### src/rtl/axi_rr_bridge.sv
// Round-robin bridge: NUM_RD read masters and one write master onto a single AXI3 master port.
// Optional macro AXI_RESP_ERR_EN enables the sticky rd_err/wr_err response checks.
module axi_rr_bridge #(
    parameter int NUM_RD = 2,
    parameter int DATA_W = 32,
    parameter int ADDR_W = 32
) (
    input  logic                     clk,
    input  logic                     rset,
    // read masters
    input  logic [NUM_RD-1:0]        m_rd_req,
    input  logic [NUM_RD*ADDR_W-1:0] m_rd_addr,
    input  logic [NUM_RD*8-1:0]      m_rd_len,
    input  logic [NUM_RD-1:0]        m_rd_ready,
    output logic [NUM_RD-1:0]        m_rd_accept,
    output logic [NUM_RD-1:0]        m_rd_dvalid,
    output logic [NUM_RD-1:0]        m_rd_last,
    output logic [DATA_W-1:0]        m_rd_data,
    // write master
    input  logic                     w_req,
    input  logic [ADDR_W-1:0]        w_addr,
    input  logic [7:0]               w_len,
    input  logic [DATA_W-1:0]        w_data,
    input  logic [DATA_W/8-1:0]      w_strb,
    input  logic                     w_dvalid,
    output logic                     w_accept,
    output logic                     w_dready,
    output logic                     w_done,
    output logic                     rd_err,
    output logic                     wr_err,
    // AXI3 master
    output logic [3:0]               arid,
    output logic [ADDR_W-1:0]        araddr,
    output logic [7:0]               arlen,
    output logic [2:0]               arsize,
    output logic [1:0]               arburst,
    output logic [1:0]               arlock,
    output logic [3:0]               arcache,
    output logic [2:0]               arprot,
    output logic                     arvalid,
    input  logic                     arready,
    input  logic [3:0]               rid,
    input  logic [DATA_W-1:0]        rdata,
    input  logic [1:0]               rresp,
    input  logic                     rlast,
    input  logic                     rvalid,
    output logic                     rready,
    output logic [3:0]               awid,
    output logic [ADDR_W-1:0]        awaddr,
    output logic [7:0]               awlen,
    output logic [2:0]               awsize,
    output logic [1:0]               awburst,
    output logic [1:0]               awlock,
    output logic [3:0]               awcache,
    output logic [2:0]               awprot,
    output logic                     awvalid,
    input  logic                     awready,
    output logic [3:0]               wid,
    output logic [DATA_W-1:0]        wdata,
    output logic [DATA_W/8-1:0]      wstrb,
    output logic                     wlast,
    output logic                     wvalid,
    input  logic                     wready,
    input  logic [3:0]               bid,
    input  logic [1:0]               bresp,
    input  logic                     bvalid,
    output logic                     bready
);

    localparam int unsigned NR     = NUM_RD;
    localparam int          GW     = (NUM_RD > 1) ? $clog2(NUM_RD) : 1;
    localparam logic [2:0]  AXSIZE = 3'($clog2(DATA_W / 8));

    typedef enum logic [1:0] {R_IDLE, R_ADDR, R_DATA} rd_state_e;
    typedef enum logic [1:0] {W_IDLE, W_ADDR, W_DATA, W_RESP} wr_state_e;

    rd_state_e         rd_state_q;
    logic [GW-1:0]     grant_q, last_grant_q;
    logic [ADDR_W-1:0] rd_addr_q;
    logic [7:0]        rd_len_q;
    logic              arvalid_q;

    logic              hi_found, lo_found;
    logic [GW-1:0]     hi_idx, lo_idx, sel_idx;
    logic [ADDR_W-1:0] sel_addr;
    logic [7:0]        sel_len;
    logic              r_hs;

    wr_state_e         wr_state_q;
    logic [ADDR_W-1:0] wr_addr_q;
    logic [7:0]        wr_len_q, wr_cnt_q;
    logic              awvalid_q, bready_q, w_done_q;
    logic              w_hs;

    // Round robin: first requester above last_grant wins, else wrap to the lowest requester.
    always_comb begin
        hi_found = 1'b0;
        lo_found = 1'b0;
        hi_idx   = '0;
        lo_idx   = '0;
        for (int unsigned i = 0; i < NR; i++) begin
            if (m_rd_req[i]) begin
                if (!hi_found && (GW'(i) > last_grant_q)) begin
                    hi_found = 1'b1;
                    hi_idx   = GW'(i);
                end
                if (!lo_found) begin
                    lo_found = 1'b1;
                    lo_idx   = GW'(i);
                end
            end
        end
        sel_idx  = hi_found ? hi_idx : lo_idx;
        sel_addr = '0;
        sel_len  = '0;
        for (int unsigned i = 0; i < NR; i++) begin
            if (sel_idx == GW'(i)) begin
                sel_addr = m_rd_addr[i*ADDR_W +: ADDR_W];
                sel_len  = m_rd_len[i*8 +: 8];
            end
        end
    end

    always_ff @(posedge clk) begin
        if (rset) begin
            rd_state_q   <= R_IDLE;
            grant_q      <= '0;
            last_grant_q <= GW'(NUM_RD - 1);
            rd_addr_q    <= '0;
            rd_len_q     <= '0;
            arvalid_q    <= 1'b0;
        end else begin
            case (rd_state_q)
                R_IDLE: if (|m_rd_req) begin
                    grant_q    <= sel_idx;
                    rd_addr_q  <= sel_addr;
                    rd_len_q   <= sel_len;
                    arvalid_q  <= 1'b1;
                    rd_state_q <= R_ADDR;
                end
                R_ADDR: if (arready) begin
                    arvalid_q  <= 1'b0;
                    rd_state_q <= R_DATA;
                end
                R_DATA: if (r_hs && rlast) begin
                    last_grant_q <= grant_q;
                    rd_state_q   <= R_IDLE;
                end
                default: rd_state_q <= R_IDLE;
            endcase
        end
    end

    assign rready = (rd_state_q == R_DATA) && m_rd_ready[grant_q];
    assign r_hs   = rvalid && rready;

    always_comb begin
        m_rd_accept = '0;
        m_rd_dvalid = '0;
        m_rd_last   = '0;
        for (int unsigned i = 0; i < NR; i++) begin
            if (grant_q == GW'(i)) begin
                m_rd_accept[i] = (rd_state_q == R_ADDR) && arvalid_q && arready;
                m_rd_dvalid[i] = (rd_state_q == R_DATA) && rvalid;
                m_rd_last[i]   = (rd_state_q == R_DATA) && rlast;
            end
        end
    end

    assign m_rd_data = rdata;
    assign arid      = 4'(grant_q);
    assign araddr    = rd_addr_q;
    assign arlen     = rd_len_q;
    assign arsize    = AXSIZE;
    assign arburst   = 2'b01;
    assign arlock    = 2'b00;
    assign arcache   = 4'b0000;
    assign arprot    = 3'b000;
    assign arvalid   = arvalid_q;

    always_ff @(posedge clk) begin
        if (rset) begin
            wr_state_q <= W_IDLE;
            wr_addr_q  <= '0;
            wr_len_q   <= '0;
            wr_cnt_q   <= '0;
            awvalid_q  <= 1'b0;
            bready_q   <= 1'b0;
            w_done_q   <= 1'b0;
        end else begin
            w_done_q <= 1'b0;
            case (wr_state_q)
                W_IDLE: if (w_req) begin
                    wr_addr_q  <= w_addr;
                    wr_len_q   <= w_len;
                    awvalid_q  <= 1'b1;
                    wr_state_q <= W_ADDR;
                end
                W_ADDR: if (awready) begin
                    awvalid_q  <= 1'b0;
                    wr_cnt_q   <= '0;
                    wr_state_q <= W_DATA;
                end
                W_DATA: if (w_hs) begin
                    if (wlast) begin
                        bready_q   <= 1'b1;
                        wr_state_q <= W_RESP;
                    end else begin
                        wr_cnt_q <= wr_cnt_q + 8'd1;
                    end
                end
                W_RESP: if (bvalid) begin
                    bready_q   <= 1'b0;
                    w_done_q   <= 1'b1;
                    wr_state_q <= W_IDLE;
                end
                default: wr_state_q <= W_IDLE;
            endcase
        end
    end

    assign wvalid   = (wr_state_q == W_DATA) && w_dvalid;
    assign w_dready = (wr_state_q == W_DATA) && wready;
    assign wlast    = (wr_state_q == W_DATA) && (wr_cnt_q == wr_len_q);
    assign w_hs     = wvalid && wready;
    assign w_accept = awvalid_q && awready;
    assign w_done   = w_done_q;
    assign bready   = bready_q;
    assign wdata    = w_data;
    assign wstrb    = w_strb;
    assign wid      = 4'd0;
    assign awid     = 4'd0;
    assign awaddr   = wr_addr_q;
    assign awlen    = wr_len_q;
    assign awsize   = AXSIZE;
    assign awburst  = 2'b01;
    assign awlock   = 2'b00;
    assign awcache  = 4'b0000;
    assign awprot   = 3'b000;
    assign awvalid  = awvalid_q;

`ifdef AXI_RESP_ERR_EN
    logic rd_err_q, wr_err_q;

    always_ff @(posedge clk) begin
        if (rset) begin
            rd_err_q <= 1'b0;
            wr_err_q <= 1'b0;
        end else begin
            if (r_hs && ((rresp != 2'b00) || (rid != 4'(grant_q)))) rd_err_q <= 1'b1;
            if (bvalid && bready_q && (bresp != 2'b00)) wr_err_q <= 1'b1;
        end
    end

    assign rd_err = rd_err_q;
    assign wr_err = wr_err_q;

    logic unused_bid;
    assign unused_bid = ^bid;
`else
    assign rd_err = 1'b0;
    assign wr_err = 1'b0;

    logic unused_resp;
    assign unused_resp = ^{rresp, rid, bresp, bid};
`endif

endmodule
### config.mk
export PLATFORM = sky130hd
export DESIGN_NAME = axi_rr_bridge
export DESIGN_NICKNAME = d
export VERILOG_FILES = /design/src/rtl/axi_rr_bridge.sv
export SDC_FILE = /design/constraint.sdc
export NUM_CORES = 1
export LEC_CHECK = 0
export ABC_AREA = 1
export CAP_MARGIN = 20
export CORE_AREA = 5 5 158 160
export CTS_BUF_LIST = sky130_fd_sc_hd__clkbuf_8
export DETAILED_ROUTE_END_ITERATION = 8
export DIE_AREA = 0 0 163 165
export PLACE_DENSITY = 0.7
export SYNTH_ARGS = -nofsm -noshare
export SYNTH_HDL_FRONTEND = slang
export SYNTH_SLANG_ARGS = --single-unit
### constraint.sdc
create_clock -name clk -period 1.5 [get_ports clk]
set_input_delay 0.15 -clock clk [delete_from_list [all_inputs] [get_ports clk]]
set_output_delay 0.15 -clock clk [all_outputs]
set_load 0.02 [all_outputs]
==> results_dict.tcl <==
set metrics [dict create \
    r2r-start "wr_state_q[0]" \
    numCtsBuffers 9 \
    postLayoutSetupSlackWorst_ns -0.00587 \
    endpoint_kind "output port" \
    wirelength_um 16800 \
    antenna_cells 0 \
    initialDrtViolationCount 215 \
    core.rowCount 56 \
    drtPass1Iterations 4 \
    areaGrowthSynthToFinish_pct 54.4 \
    crit_start "wr_cnt_q[0]" \
    yosysWarningCount 0 \
    avgViaCountPerCell 4.10 \
    route.antenna.remaining_nets 0 \
    grt_pass1_vias 4938 \
    vias 5019 \
    clkTransAtPathRegs_ns 0.10 \
    hp-start "rdata[0]" \
    slew_viol_final 0 \
    die_x_um 163 \
    startpoint_type "register" \
    finalNetCount 1120 \
    failing_checks "negative setup slack" \
    max_freq_mhz 664 \
    cts_tree "built" \
    yosys_register_bits 98 \
    post_synth_inst_count 701 \
    timing_worst_setup_path_type "reg -> out" \
    grt_pass1_wl_um 25300 \
    rsz0062_at_grt "true" \
    fraction_of_the_yosys_area_taken_by_sequential_cells_pct 38.5 \
    crit_chain "xnor2_2 -> nand2_2 -> nor2_4 -> nand3_4 -> inv_2 -> buf_6" \
    power.density_cell_area_nw_per_um2 1270 \
    timing.max_cap.violations 0 \
    cts.sink_count 98 \
    top_level_ports 419 \
    critical_path.slowest_cell "sky130_fd_sc_hd__dfxtp_2" \
    placed_cells_incl_taps 1198 \
    layout_filler_cell_count 2546 \
    sum_of_internal_switching_and_leakage_power_mw 9.97 \
    floorplan.initialDensity_pct 21.9 \
    track_usage_pct 11.8 \
    remaining_drc_errors 0 \
    cts_hold_buf 0 \
    fin_hold_ws_ns 0.300 \
    arrival_ns 1.36 \
    cp_data_required_time_ns 1.35 \
    initial_antenna_violation_count 0 \
    dp.final_hpwl_um 12700 \
    grt_max_degree 51 \
    max-vdd-ir-drop_mv 0.392 \
    leakage_component_of_the_power_nw 3.53 \
    post-route-period-util_pct 100 \
    clock_tree.htree_level_count 3 \
    die_h_um 165 \
    clock_latency_ns 0.38 \
    drive_above_1_share_pct 18.6 \
    place_congestion 0.816 \
    clk_root_buf "sky130_fd_sc_hd__clkbuf_8" \
    clock_tree.buffer_depth 2 \
    grt_overflow_total 0 \
    syn_std_cell_area_um2 5100 \
    fp.coreArea_um2 23300 \
    die_area_um2 26900 \
    final_hold_viol_count 0 \
    crit_path_max_incr_delay_ns 0.35 \
    finalWorstPathRequiredPeriod_ns 1.51 \
    layoutNonFillerInstCount 1224 \
    final-setup-viol-count 1 \
    wire_per_inst_um 13.8 \
    syn_avg_cell_area_um2 7.27 \
    place.port_buffers 229 \
    status "complete, but fails checks" \
    timing.clock.skew_ns 0.0101 \
    worstHoldPathType "in -> out" \
    critical_path_peak_fanout 2 \
    synth_cell_types 31 \
]
==> area by class of cell <==
type | count | area, µm² | share of cell area (%)
Clock buffer | 10 | 138 | 1.75
Clock inverter | 6 | 67.6 | 0.859
Timing Repair Buffer | 293 | 2780 | 35.3
Tap cell | 319 | 399 | 5.07
Inverter | 37 | 144 | 1.83
Multi-Input combinational cell | 461 | 2350 | 29.9
Sequential cell | 98 | 1990 | 25.3
==> cell usage after synthesis <==
| library cell | number | area share (%) |
|---|---|---|
| sky130_fd_sc_hd__nand4_1 | 4 | 0.49 |
| sky130_fd_sc_hd__inv_2 | 2 | 0.15 |
| sky130_fd_sc_hd__o21bai_1 | 1 | 0.15 |
| sky130_fd_sc_hd__nand3_4 | 1 | 0.34 |
| sky130_fd_sc_hd__nor2_4 | 3 | 0.66 |
| sky130_fd_sc_hd__nand2_4 | 2 | 0.44 |
| sky130_fd_sc_hd__buf_1 | 1 | 0.074 |
| sky130_fd_sc_hd__nor2_1 | 98 | 7.2 |
| sky130_fd_sc_hd__buf_2 | 8 | 0.79 |
| sky130_fd_sc_hd__nor2_2 | 2 | 0.25 |
| sky130_fd_sc_hd__nand3_2 | 2 | 0.39 |
| sky130_fd_sc_hd__o21ai_0 | 72 | 7.1 |
| sky130_fd_sc_hd__a21oi_1 | 17 | 1.7 |
| sky130_fd_sc_hd__a31oi_1 | 40 | 4.9 |
| sky130_fd_sc_hd__buf_4 | 110 | 16 |
| sky130_fd_sc_hd__a21oi_2 | 1 | 0.17 |
| sky130_fd_sc_hd__ha_1 | 6 | 1.5 |
| sky130_fd_sc_hd__nor3b_1 | 2 | 0.29 |
| sky130_fd_sc_hd__clkbuf_2 | 4 | 0.39 |
| sky130_fd_sc_hd__nand3_1 | 10 | 0.98 |
| sky130_fd_sc_hd__xnor2_1 | 7 | 1.2 |
| sky130_fd_sc_hd__nor3_1 | 3 | 0.29 |
| sky130_fd_sc_hd__nand2_1 | 132 | 9.7 |
| sky130_fd_sc_hd__buf_6 | 1 | 0.22 |
| sky130_fd_sc_hd__dfxtp_1 | 98 | 38 |
| sky130_fd_sc_hd__inv_1 | 35 | 2.6 |
| sky130_fd_sc_hd__conb_1 | 2 | 0.15 |
| sky130_fd_sc_hd__o211ai_1 | 1 | 0.15 |
| sky130_fd_sc_hd__clkbuf_1 | 21 | 1.5 |
| sky130_fd_sc_hd__nand2_2 | 2 | 0.25 |
| sky130_fd_sc_hd__o21ai_1 | 13 | 1.3 |
==> per-stage QoR <==
step | TNS, ns | setup slack (ns) | area (µm²) | util, %
finish | -0.00587 | -0.00587 | 7870 | 33.8
global route | -0.815 | -0.103 | 7870 | 33.8
global placement | -1.21 | -0.213 | 7470 | 32.1
floorplan | 0 | 0.0154 | 5250 | -
detailed placement | -2.27 | -0.222 | 7470 | 32.1
CTS | -0.747 | -0.203 | 7660 | 32.9
==> logic make-up (layout without fill, tap and decap cells) <==
logic type	after synthesis	after routing	synth area share [%]
and+or+nand+nor	261	262	21.3
DFF	98	98	38.5
adders and majority gates	6	6	1.47
other	2	41	0.147
AOI/OAI and AO/OA	145	145	15.4
buffers and inverters	182	346	21.9
xor gates and xnor gates	7	7	1.20
==> where the power goes <==
part	leakage (nW)	switching (mW)	internal, mW
registers	0.818	0.270	3.11
clock network	0.104	1.04	0.822
logic	2.61	2.69	2.05
==> timing repair <==
item | in CTS | in global routing
resized for setup | 152 | 70
pin swaps | 9 | 21
setup buffers | 4 | 6
cloned | 1 | 0
endpoints found under the setup margin | 104 | 61
==> critical path: cells and delay by family, from the launching register on <==
family        cells  cell delay (ns)
simple gates      3             0.33
flops             1             0.35
buf+inv           2             0.16
xor+xnor          1             0.16
==> layer usage <==
metal  GRT usage [%]  share of wire [%]
met4            4.65                2.3
met5               0                  0
met2            20.7                 49
met1            12.6                 38
met3            4.84                 10
==> cell usage in the layout, fill, tap and decap left out, types with 2 or more instances in the layout <==
master	n
sky130_fd_sc_hd__buf_2	2
sky130_fd_sc_hd__dlymetal6s2s_1	3
sky130_fd_sc_hd__inv_2	15
sky130_fd_sc_hd__dlygate4sd2_1	82
sky130_fd_sc_hd__buf_4	55
sky130_fd_sc_hd__xnor2_1	6
sky130_fd_sc_hd__a21oi_1	14
sky130_fd_sc_hd__nand3_2	4
sky130_fd_sc_hd__inv_4	2
sky130_fd_sc_hd__clkbuf_8	10
sky130_fd_sc_hd__ha_1	2
sky130_fd_sc_hd__nor3b_2	2
sky130_fd_sc_hd__nand4_1	4
sky130_fd_sc_hd__nand2_1	125
sky130_fd_sc_hd__nor2_2	6
sky130_fd_sc_hd__a31oi_1	40
sky130_fd_sc_hd__o21ai_0	71
sky130_fd_sc_hd__buf_6	9
sky130_fd_sc_hd__nor2_1	90
sky130_fd_sc_hd__buf_12	7
sky130_fd_sc_hd__ha_4	3
sky130_fd_sc_hd__a21oi_2	3
sky130_fd_sc_hd__dfxtp_2	17
sky130_fd_sc_hd__nor2_4	8
sky130_fd_sc_hd__dfxtp_1	80
sky130_fd_sc_hd__clkdlybuf4s50_1	134
sky130_fd_sc_hd__conb_1	41
sky130_fd_sc_hd__nand3_1	8
sky130_fd_sc_hd__nand2_4	4
sky130_fd_sc_hd__clkinv_4	3
sky130_fd_sc_hd__o21ai_1	13
sky130_fd_sc_hd__inv_1	21
sky130_fd_sc_hd__nand2_2	7
==> path summary, 6_finish.rpt <==
kind / to / slack, ns / cells past startpoint
setup / recovery: wlast / -0.006 / 6
hold / removal: m_rd_data[0] / 0.30 / 0
setup reg to reg: wr_cnt_q[4] / 0.02 / 10
hold reg to reg: bready / 0.45 / 2
==> sequential cells by signal, summed over array words and instances (netlist names) <==
| register | count |
|---|---|
| wr_cnt_q | 8 |
| last_grant_q | 1 |
| wr_state_q | 2 |
| awlen | 8 |
| awvalid | 1 |
| w_done | 1 |
| araddr | 32 |
| awaddr | 32 |
| bready | 1 |
| arvalid | 1 |
| grant_q | 1 |
| rd_state_q | 2 |
| arlen | 8 |
No activity file was read; power rests on OpenSTA's default activity.
==> RTL change, RTL diff (config.mk and constraints unchanged) <==
Set the parameter `ADDR_W` to 36 (it was 32).
--- a/src/rtl/axi_rr_bridge.sv
+++ b/src/rtl/axi_rr_bridge.sv
@@ -4,5 +4,5 @@
     parameter int NUM_RD = 2,
     parameter int DATA_W = 32,
-    parameter int ADDR_W = 32
+    parameter int ADDR_W = 36
 ) (
     input  logic                     clk,
Interface: changed (resized araddr, awaddr, m_rd_addr and w_addr); port bits go from 419 to 439. The function was not compared with the original's and may differ.
==> RTL change against the original RTL <==
- the flow still finishes with violations (negative setup slack)
- wire length rose by 8.8%
- clock power fell by 8%
- highest routed layer unchanged
- largest cell class unchanged
- critical path depth did not move
- setup slack got worse by 15 ps
- synthesized area rose by 6.5%
- final area rose by 8.3%
- sequential cell count rose by 8
- power rose by 7.0%
==> RTL change: results (changes against the original RTL) <==
Clock Skew: 16.75 ps (+6.694 ps)
Iter 0 DRT Violations: 189 (-12%)
Final WS setup: -20.82 ps (-14.95 ps)
Clock transition at path regs: 110 ps
Drt wl/cell: 14.22 um (+3.3%)
Peak supply drop: 399.0 uV (+1.8%)
Final #Nets: 1197 (+6.9%)
Slowest cell on the critical path: dfxtp_2
Vias in the first global route: 5170 (+4.7%)
Gp weighted congestion: 0.8101 (-0.77%)
First-pass GRT wire length: 26480 um (+4.8%)
Longest Clk Path Bufs: 2 (unchanged)
Total Routing Usage GR: 12.32% (+0.56 points)
Synth Flop Type: dfxtp_1
Hold Crit Class: input port to primary output
Setup violators final: 2 (+1)
Vias: 5442 (+8.4%)
Status: complete, but fails checks
Placement Cell Area: 0.008060 mm^2 (+7.9%)
Worst path max stage delay: 360 ps
Share of layout cells above drive strength 1: 17.73% (-0.83 points)
Port bufs: 249 (+8.7%)
Post-DP HPWL: 13360 um (+5.1%)
H-tree depth: 3 (unchanged)
Clk_lat worst skew: 380 ps (about the same)
Failing checks: negative setup slack
Ant. Diodes: 0 (unchanged)
P_leak: 3.842 nW (+8.9%)
Top cells by area, synth: dfxtp_1 (39%), buf_4 (15%), nand2_1 (9.7%), o21ai_0 (8.3%), nor2_1 (7.3%)
TritonCTS Buffers: 9 (unchanged)
Register area share after synthesis: 39.10% (+0.60 points)
CTS Root Cell: clkbuf_8
Yosys cell types: 33 (+6.5%)
Top cells by count, synth: nand2_1 (140), buf_4 (110), dfxtp_1 (106), nor2_1 (105), o21ai_0 (90)
Pin count of the biggest net entering global routing: 40 (-22%)
Worst EP arrival: 1370 ps
Initial antenna violation count: 0 (unchanged)
[RTL change: changes by cell type after synthesis, moves of 7 or more]
cell	change
o21ai_1	-12
nor2_1	+7
dfxtp_1	+8
buf_2	+8
nand2_1	+8
o21ai_0	+18
[RTL change: kinds of logic (layout without fill, tap and decap cells)]
| group | after synthesis | in the layout | share of synthesized area (%) |
|---|---|---|---|
| AND/OR/NAND/NOR | 279 | 280 | 21.51 |
| buffers and inverters | 185 | 374 | 20.91 |
| AO/OA/AOI/OAI | 156 | 156 | 15.84 |
| flip-flops | 106 | 106 | 39.10 |
| XOR/XNOR | 7 | 7 | 1.130 |
| adder cells (fa/ha/maj) | 6 | 6 | 1.383 |
| other | 2 | 41 | 0.1384 |
[RTL change: report_power, final]
group / total (mW) / switching [mW] / internal [mW]
logic: 5.33 / 2.96 / 2.37
clock network: 1.71 / 1.06 / 0.652
registers: 3.63 / 0.281 / 3.35
[RTL change: area by class of cell]
type,instances,area (um^2)
sequential,106,2146
multi-input combinational,490,2492
tap,319,399.1
timing repair buffer,321,3149
fill,2517,14750
clock buffer,10,137.6
inverter,37,151.4
clock inverter,6,41.29
[RTL change: per-layer routing]
metal / vias to the layer above / track usage (%) / wire, um
met1: 2464 / 13.19 / 6802
met4: 0 / 4.117 / 291
met2: 249 / 21.62 / 9115
met3: 24 / 5.590 / 2117
met5: - / 0 / 0
li1: 2705 / - / -
[RTL change: what timing repair did]
action                                  CTS  global route
pin swaps                                 4            18
hold buffers                              0             0
cloned                                    3             3
endpoints found under the setup margin  140            73
setup buffers                             2             3
resized for setup                       167            66
[RTL change: worst reg2reg max path: stages, from the launching register on]
cell,delay (ps)
dfxtp_2,340
inv_2,70
ha_4,150
buf_6,100
nand2_4,50
nor2_4,140
nor2_4,80
nor2_4,180
nand2_4,130
nand2_1,80
a21oi_1,60
[RTL change: final timing paths]
check,cells past startpoint,end,startpoint,slack (ps)
setup / recovery,6,wlast,awlen[2],-20
hold / removal,0,m_rd_data[11],rdata[11],300
setup reg to reg,10,wr_cnt_q[3],wr_state_q[0],0
hold reg to reg,2,bready,bready,460
[RTL change: metrics by stage]
stage	cells	hold WS [ps]	setup TNS, ps	setup slack (ps)	util (%)
global placement	1262	300.1	-2631	-250.8	34.65
CTS	1283	287.0	-99.26	-92.17	35.42
detailed placement	1262	300.1	-3251	-252.0	34.65
global route	1289	300.0	-1029	-159.0	36.61
floorplan	780	219.1	0	35.85	-
finish	1289	300.0	-20.95	-20.82	36.61
